## config.mk

```make
export PLATFORM = sky130hd
export DESIGN_NAME = passcode_lockout_ctrl
export DESIGN_NICKNAME = d
export VERILOG_FILES = /design/src/rtl/passcode_pkg.sv /design/src/rtl/cycle_timer.sv /design/src/rtl/passcode_lockout_ctrl.sv
export SDC_FILE = /design/constraint.sdc
export NUM_CORES = 1
export LEC_CHECK = 0
export ABC_AREA = 1
export CORE_MARGIN = 2
export CORE_UTILIZATION = 26
export DETAILED_ROUTE_END_ITERATION = 6
export PLACE_DENSITY_LB_ADDON = 0.3
export SLEW_MARGIN = 40
export SYNTH_ARGS = -nofsm -noshare
export SYNTH_HDL_FRONTEND = slang
export SYNTH_HIERARCHICAL = 1
export SYNTH_SLANG_ARGS = --single-unit
```

## constraint.sdc

```tcl
create_clock -name CLK -period 3 [get_ports CLK]
set_input_delay 0.45 -clock CLK [delete_from_list [all_inputs] [get_ports CLK]]
set_output_delay 0.45 -clock CLK [all_outputs]
set_load 0.005 [all_outputs]
```

## src/rtl/passcode_pkg.sv

```systemverilog
// Shared types and sizing helpers for the passcode lockout controller.
package passcode_pkg;

  typedef enum logic [1:0] {
    ARMED   = 2'd0,
    ENTRY   = 2'd1,
    OPEN    = 2'd2,
    LOCKOUT = 2'd3
  } lock_state_t;

  localparam int DEF_MAX_FAILS     = 3;
  localparam int DEF_ENTRY_TIMEOUT = 20;
  localparam int DEF_UNLOCK_CYCLES = 30;
  localparam int DEF_LOCK_CYCLES   = 50;

  function automatic int fail_cnt_w(input int max_fails);
    return $clog2(max_fails + 1);
  endfunction

  // A timer loaded with N-1 needs only enough bits to hold N-1.
  function automatic int timer_w(input int cycles);
    return (cycles < 2) ? 1 : $clog2(cycles);
  endfunction

endpackage

```

## src/rtl/cycle_timer.sv

```systemverilog
// Loadable down-counter: expire is high during the cycle the count reads zero,
// after which the timer idles until the next load.
module cycle_timer #(
  parameter int W = 4
) (
  input  logic         clk,
  input  logic         rst,
  input  logic         load,
  input  logic [W-1:0] load_val,
  output logic         expire
);

  logic [W-1:0] cnt_r;
  logic         run_r;

  // count down from the loaded value and stop once zero has been seen
  always_ff @(posedge clk) begin
    if (rst) begin
      cnt_r <= {W{1'b0}};
      run_r <= 1'b0;
    end else if (load) begin
      cnt_r <= load_val;
      run_r <= 1'b1;
    end else if (run_r) begin
      if (cnt_r == {W{1'b0}}) begin
        run_r <= 1'b0;
      end else begin
        cnt_r <= cnt_r - W'(1'b1);
      end
    end else begin
      cnt_r <= cnt_r;
      run_r <= run_r;
    end
  end

  assign expire = run_r && (cnt_r == {W{1'b0}});

endmodule

```

## src/rtl/passcode_lockout_ctrl.sv

```systemverilog
// Entry sequencing, failure counting and lockout for the passcode datapath.
// Optional PASSCODE_ALARM_EN adds a sticky Alarm output set on lockout entry.
module passcode_lockout_ctrl
  import passcode_pkg::*;
#(
  parameter int MAX_FAILS     = DEF_MAX_FAILS,
  parameter int ENTRY_TIMEOUT = DEF_ENTRY_TIMEOUT,
  parameter int UNLOCK_CYCLES = DEF_UNLOCK_CYCLES,
  parameter int LOCK_CYCLES   = DEF_LOCK_CYCLES
) (
  input  logic                                CLK,
  input  logic                                RST,
  input  logic [2:0]                          Peff,
  input  logic                                P2,
  input  logic                                P1,
  output logic [2:0]                          Pgate,
  output logic                                Pclr,
  output logic                                Unlocked,
  output logic                                Locked,
`ifdef PASSCODE_ALARM_EN
  output logic                                Alarm,
`endif
  output logic [fail_cnt_w(MAX_FAILS)-1:0]    FailCnt
);

  localparam int FW  = fail_cnt_w(MAX_FAILS);
  localparam int FW1 = FW + 1;
  localparam int EW  = timer_w(ENTRY_TIMEOUT);
  localparam int UW  = timer_w(UNLOCK_CYCLES);
  localparam int LW  = timer_w(LOCK_CYCLES);

  localparam logic [FW:0]   MAX_FAILS_V = FW1'(MAX_FAILS);
  localparam logic [EW-1:0] ENTRY_LOAD  = EW'(ENTRY_TIMEOUT - 1);
  localparam logic [UW-1:0] UNLOCK_LOAD = UW'(UNLOCK_CYCLES - 1);
  localparam logic [LW-1:0] LOCK_LOAD   = LW'(LOCK_CYCLES - 1);

  lock_state_t   state_r;
  lock_state_t   state_nxt_s;
  logic [2:0]    pgate_nxt_s;
  logic          pclr_nxt_s;
  logic [FW-1:0] fail_nxt_s;
  logic [FW:0]   fail_inc_s;
  logic          press_s;
  logic          entry_load_s;
  logic          unlock_load_s;
  logic          lock_load_s;
  logic          entry_exp_s;
  logic          unlock_exp_s;
  logic          lock_exp_s;

  assign press_s    = (Peff != 3'b000);
  assign fail_inc_s = {1'b0, FailCnt} + FW1'(1'b1);

  cycle_timer #(.W(EW)) u_entry_timer (
    .clk      (CLK),
    .rst      (RST),
    .load     (entry_load_s),
    .load_val (ENTRY_LOAD),
    .expire   (entry_exp_s)
  );

  cycle_timer #(.W(UW)) u_unlock_timer (
    .clk      (CLK),
    .rst      (RST),
    .load     (unlock_load_s),
    .load_val (UNLOCK_LOAD),
    .expire   (unlock_exp_s)
  );

  cycle_timer #(.W(LW)) u_lock_timer (
    .clk      (CLK),
    .rst      (RST),
    .load     (lock_load_s),
    .load_val (LOCK_LOAD),
    .expire   (lock_exp_s)
  );

  // state register
  always_ff @(posedge CLK) begin
    if (RST) begin
      state_r <= ARMED;
    end else begin
      state_r <= state_nxt_s;
    end
  end

  // next state, forwarded presses, clear pulse and failure count
  always_comb begin
    state_nxt_s   = state_r;
    pgate_nxt_s   = 3'b000;
    pclr_nxt_s    = 1'b0;
    fail_nxt_s    = FailCnt;
    entry_load_s  = 1'b0;
    unlock_load_s = 1'b0;
    lock_load_s   = 1'b0;
    case (state_r)
      ARMED: begin
        if (press_s) begin
          state_nxt_s  = ENTRY;
          pgate_nxt_s  = Peff;
          entry_load_s = 1'b1;
        end else begin
          state_nxt_s = ARMED;
        end
      end
      ENTRY: begin
        // P1 beats P2; P2 and any press beat a timeout; a result drops the press
        if (P1 || (!P2 && !press_s && entry_exp_s)) begin
          pclr_nxt_s = 1'b1;
          if (fail_inc_s >= MAX_FAILS_V) begin
            state_nxt_s = LOCKOUT;
            lock_load_s = 1'b1;
            fail_nxt_s  = MAX_FAILS_V[FW-1:0];
          end else begin
            state_nxt_s = ARMED;
            fail_nxt_s  = fail_inc_s[FW-1:0];
          end
        end else if (P2) begin
          state_nxt_s   = OPEN;
          pclr_nxt_s    = 1'b1;
          unlock_load_s = 1'b1;
          fail_nxt_s    = {FW{1'b0}};
        end else if (press_s) begin
          pgate_nxt_s  = Peff;
          entry_load_s = 1'b1;
        end else begin
          state_nxt_s = ENTRY;
        end
      end
      OPEN: begin
        if (unlock_exp_s) begin
          state_nxt_s = ARMED;
          pclr_nxt_s  = 1'b1;
        end else begin
          state_nxt_s = OPEN;
        end
      end
      LOCKOUT: begin
        if (lock_exp_s) begin
          state_nxt_s = ARMED;
          pclr_nxt_s  = 1'b1;
          fail_nxt_s  = {FW{1'b0}};
        end else begin
          state_nxt_s = LOCKOUT;
        end
      end
      default: begin
        state_nxt_s = ARMED;
      end
    endcase
  end

  // registered outputs
  always_ff @(posedge CLK) begin
    if (RST) begin
      Pgate    <= 3'b000;
      Pclr     <= 1'b0;
      Unlocked <= 1'b0;
      Locked   <= 1'b0;
      FailCnt  <= {FW{1'b0}};
    end else begin
      Pgate    <= pgate_nxt_s;
      Pclr     <= pclr_nxt_s;
      Unlocked <= (state_nxt_s == OPEN);
      Locked   <= (state_nxt_s == LOCKOUT);
      FailCnt  <= fail_nxt_s;
    end
  end

`ifdef PASSCODE_ALARM_EN
  // sticky alarm, cleared only by reset
  always_ff @(posedge CLK) begin
    if (RST) begin
      Alarm <= 1'b0;
    end else if (lock_load_s) begin
      Alarm <= 1'b1;
    end else begin
      Alarm <= Alarm;
    end
  end
`endif

endmodule

```

==> summary.md <==
| Metric | Value |
|---|---|
| Least-Margin Pin Slew | 0.532 ns |
| Sequential area share after synthesis | 34.6% |
| Max frequency | 411 MHz |
| Nets | 309 |
| Sw Pwr | 0.331 mW |
| Vias in the first global route | 1,507 |
| Bufs and invs on worst path | 6 |
| Wire per inst | 9.53 um |
| Initial antenna violation count | 0 |
| Share of flip-flops with an asynchronous set or reset | 0% |
| Primary FF master, synth | dfxtp_1 |
| Hold Violations, Final | 0 |
| Clock skew | 0.00479 ns |
| Max rail drop VDD | 0.174 mV |
| Status | completed |
| Lkg Pwr | 0.985 nW |
| Placed Area | 0.00198 sq mm |
| Gr usage total | 10.9% |
| Power share of the combinational group | 26.1% |
| Number of remaining DRC errors | 0 |
| Worst min-delay path category | reg2reg |
| CP startpoint kind | flop |
| RSZ-0062 raised after global routing | false |
| Grt met1 use | 13.3% |
| N_diodes | 0 |
| Int Pwr | 0.708 mW |
| CP Capture Type | flop |
| Synth Area in Simple Gates | 42.1% |
| Hold path startpoint | u_unlock_timer/cnt_r[0]$_SDFFE_PP0P_ |
| Fillers | 690 |
| Post-CTS resize count | 0 |
| ANT nets after route | 0 |
| CTS tree | yes |
| Family with the most delay on the worst path | simple AND/OR/NAND/NOR gates |
| Fin area | 0.00207 sq mm |
| Area growth, synth to finish | 23.3% |
| Setup CP Type | reg2reg |
| RD Place Congestion | 0.931 |
| Global routing usage on met3 | 3.24% |
| Crit path cell chain | inv_1 > ha_1 > inv_1 > nor2_2 > nand3_1 > nor2_1 > inv_1 > nor2_1 > nand3_2 > nand2_1 > inv_1 > a31oi_2 > nor2_1 > inv_2 > nand4_2 > nand2_4 > clkinv_2 > nand2_1 > a21oi_1 |
| Largest family of logic cells by synthesized area | simple AND/OR/NAND/NOR gates |
| Post-Synth Adder-Cell Area | 2.98% |
| Max Slew Vio Count | 0 |
| Sequential power share | 43.0% |
| Worst EP arrival | 2.60 ns |
| First-pass GRT wire length | 6360 um |
| DRT Pass-1 Iters | 5 |
| Synth warnings | 6 |
| Post-CTS setup buffers | 0 |
| Power Density | 503 mW/mm^2 |
| RR Startpoint | u_entry_timer/cnt_r[0]$_SDFFE_PP0P_ |
| Rows | 29 |
| Wirelength, routed | 3570 um |
| Average size of a mapped cell | 6.43 sq um |
| Met2 usage | 18.2% |
| Post-synth design cell area | 0.00168 sq mm |
| Largest net degree at the start of global routing | 14 |
| Final setup viols | 0 |
| Slowest stage delay, CP | 0.33 ns |
| GR Overflow Total | 0 |
| Vias | 1,607 |
| Die W | 84.3 um |
| DIE AREA | 0.00711 sq mm |
| Net Sw Frac | 31.9% |
| CP Launch Point | u_entry_timer/cnt_r[0]$_SDFFE_PP0P_ |
| Detailed Place HPWL | 2830 um |
| Mux cell area share after synthesis | 0% |
| Clock Latency Late Sink | 0.28 ns |
| Most used cell along the critical path | inv_1 |
| Reg area | 581 sq um |
| Hold_buf cts | 0 |
| CTS Buf Count | 5 |
| Slowest cell on crit path | dfxtp_1 |
| Vias/cell | 4.29 |
| Xor/xnor share of the synthesized area | 0.522% |
| Number of enable flip-flop cells after synthesis | 0 |
| Share of layout cells above drive strength 1 | 11.4% |
| Die height | 84.3 um |
| CTS Sinks | 29 |
| Final period util | 81.1% |
| Worst path required time | 3.17 ns |
| Iteration-0 DRC Markers | 118 |
| Total of max-cap violations | 0 |
| Busiest grt layer | met2 |
| Clock-pin slew on the worst setup and hold paths | 0.06 ns |
| Multi-input logic area | 986 sq um |
| Synth Instances | 261 |
| Setup TNS | 0 ns |
| Core area | 0.00628 sq mm |
| Ports | 15 |
| H-tree Lvls | 2 |
| Crit Path Max Fanout | 8 |
| Maximum clock path buffer count | 2 |
| Yosys reg bits | 29 |
| Clk network pwr share | 30.9% |
| Starting density of the core | 26.7% |
| Max-Slew Margin vs Limit | 64.4% |
| Cell variety after synth | 25 |
| Min cycle time layout | 2.43 ns |
| Clk Tree Root Cell | clkbuf_8 |
| # port buffers | 14 |
| Synth Area in Compound Gates | 9.55% |
placed cells by master, fill, tap and decap left out:
cell,Yosys,final
nand3_2,2,2
o21ai_0,9,9
nand2_4,3,3
nand2_2,1,1
clkdlybuf4s50_1,0,14
nand3_1,22,22
nor2_4,1,1
nand4_1,2,2
conb_1,2,16
clkbuf_8,0,6
nor4_1,1,1
nor3_2,2,2
nand2_1,74,74
a21oi_1,16,16
nor2_2,5,5
o21ai_1,2,2
xor2_1,1,1
inv_1,36,36
dfxtp_1,29,29
nand4_2,3,3
nor3_1,1,1
inv_2,5,5
o31ai_2,1,1
buf_4,0,2
ha_1,4,4
nor2_1,36,36
clkinv_2,2,2
a31oi_2,1,1
clkbuf_1,0,1
registers in the layout, summed over array words and instances, names as in the netlist:
| register | cells |
|---|---|
| FailCnt | 2 |
| Pclr | 1 |
| Unlocked | 1 |
| u_lock_timer/run_r | 1 |
| u_unlock_timer/run_r | 1 |
| state_r | 2 |
| Locked | 1 |
| u_lock_timer/cnt_r | 6 |
| u_unlock_timer/cnt_r | 5 |
| u_entry_timer/cnt_r | 5 |
| u_entry_timer/run_r | 1 |
| Pgate | 3 |
final timing paths:
check,depth (start not counted),end,slack (ns)
max,19,u_entry_timer/cnt_r[3]$_SDFFE_PP0P_,0.57
max reg2reg,19,u_entry_timer/cnt_r[3]$_SDFFE_PP0P_,0.57
min,2,u_unlock_timer/cnt_r[0]$_SDFFE_PP0P_,0.48
min reg2reg,2,u_unlock_timer/cnt_r[0]$_SDFFE_PP0P_,0.48
worst reg2reg max path: stages, from the launching register on:
cell and delay [ns]:
dfxtp_1 0.33, inv_1 0.11, ha_1 0.17, inv_1 0.05, nor2_2 0.15, nand3_1 0.09, nor2_1 0.09, inv_1 0.05
nor2_1 0.10, nand3_2 0.09, nand2_1 0.09, inv_1 0.08, a31oi_2 0.21, nor2_1 0.17, inv_2 0.13, nand4_2 0.13
nand2_4 0.11, clkinv_2 0.07, nand2_1 0.07, a21oi_1 0.05
power by group through the flow:
stage               clock (mW)  sequential [mW]  combinational [mW]
finish                   0.321            0.447               0.271
global route             0.352            0.454               0.314
CTS                      0.336            0.448               0.273
detailed placement           0            0.456               0.272
global placement             0            0.456               0.271
floorplan                    0            0.451               0.198
cell type report:
cell class,count,area share (%)
clock buffer,7,4.17
sequential,29,28.1
tap,77,4.66
timing repair buffer,16,7.50
inverter,43,7.92
multi-input combinational,203,47.7
cells by family after synthesis:
group / count (synthesis)
AO/OA/AOI/OAI: 29
XOR/XNOR: 1
adder cells (fa/ha/maj): 4
buffers and inverters: 43
flip-flops: 29
other: 2
AND/OR/NAND/NOR: 153
synthesized netlist by cell type (3+ instances only):
library cell  count  area, sq um
nand3_1          22          110
o21ai_0           9         45.0
dfxtp_1          29          581
nand2_4           3         33.8
ha_1              4         50.1
nand2_1          74          278
inv_1            36          135
a21oi_1          16         80.1
nor2_1           36          135
nor2_2            5         31.3
nand4_2           3         37.5
inv_2             5         18.8
metal layers:
metal	part of all wire, %	up-vias
met2	49	21
met3	3.3	5
met4	1.3	0
met1	46	703
met5	0	-
li1	-	878
stage by stage:
stage	total power [mW]	worst slack [ns]	hold WS (ns)	cells	util, %
finish	1.04	0.566	0.476	375	32.9
global route	1.12	0.172	0.495	375	32.9
CTS	1.06	0.558	0.481	375	32.9
detailed placement	0.728	0.555	0.473	368	31.6
global placement	0.727	0.592	0.469	368	31.6
floorplan	0.648	0.839	0.447	275	-
No activity file was read; power rests on OpenSTA's default activity.
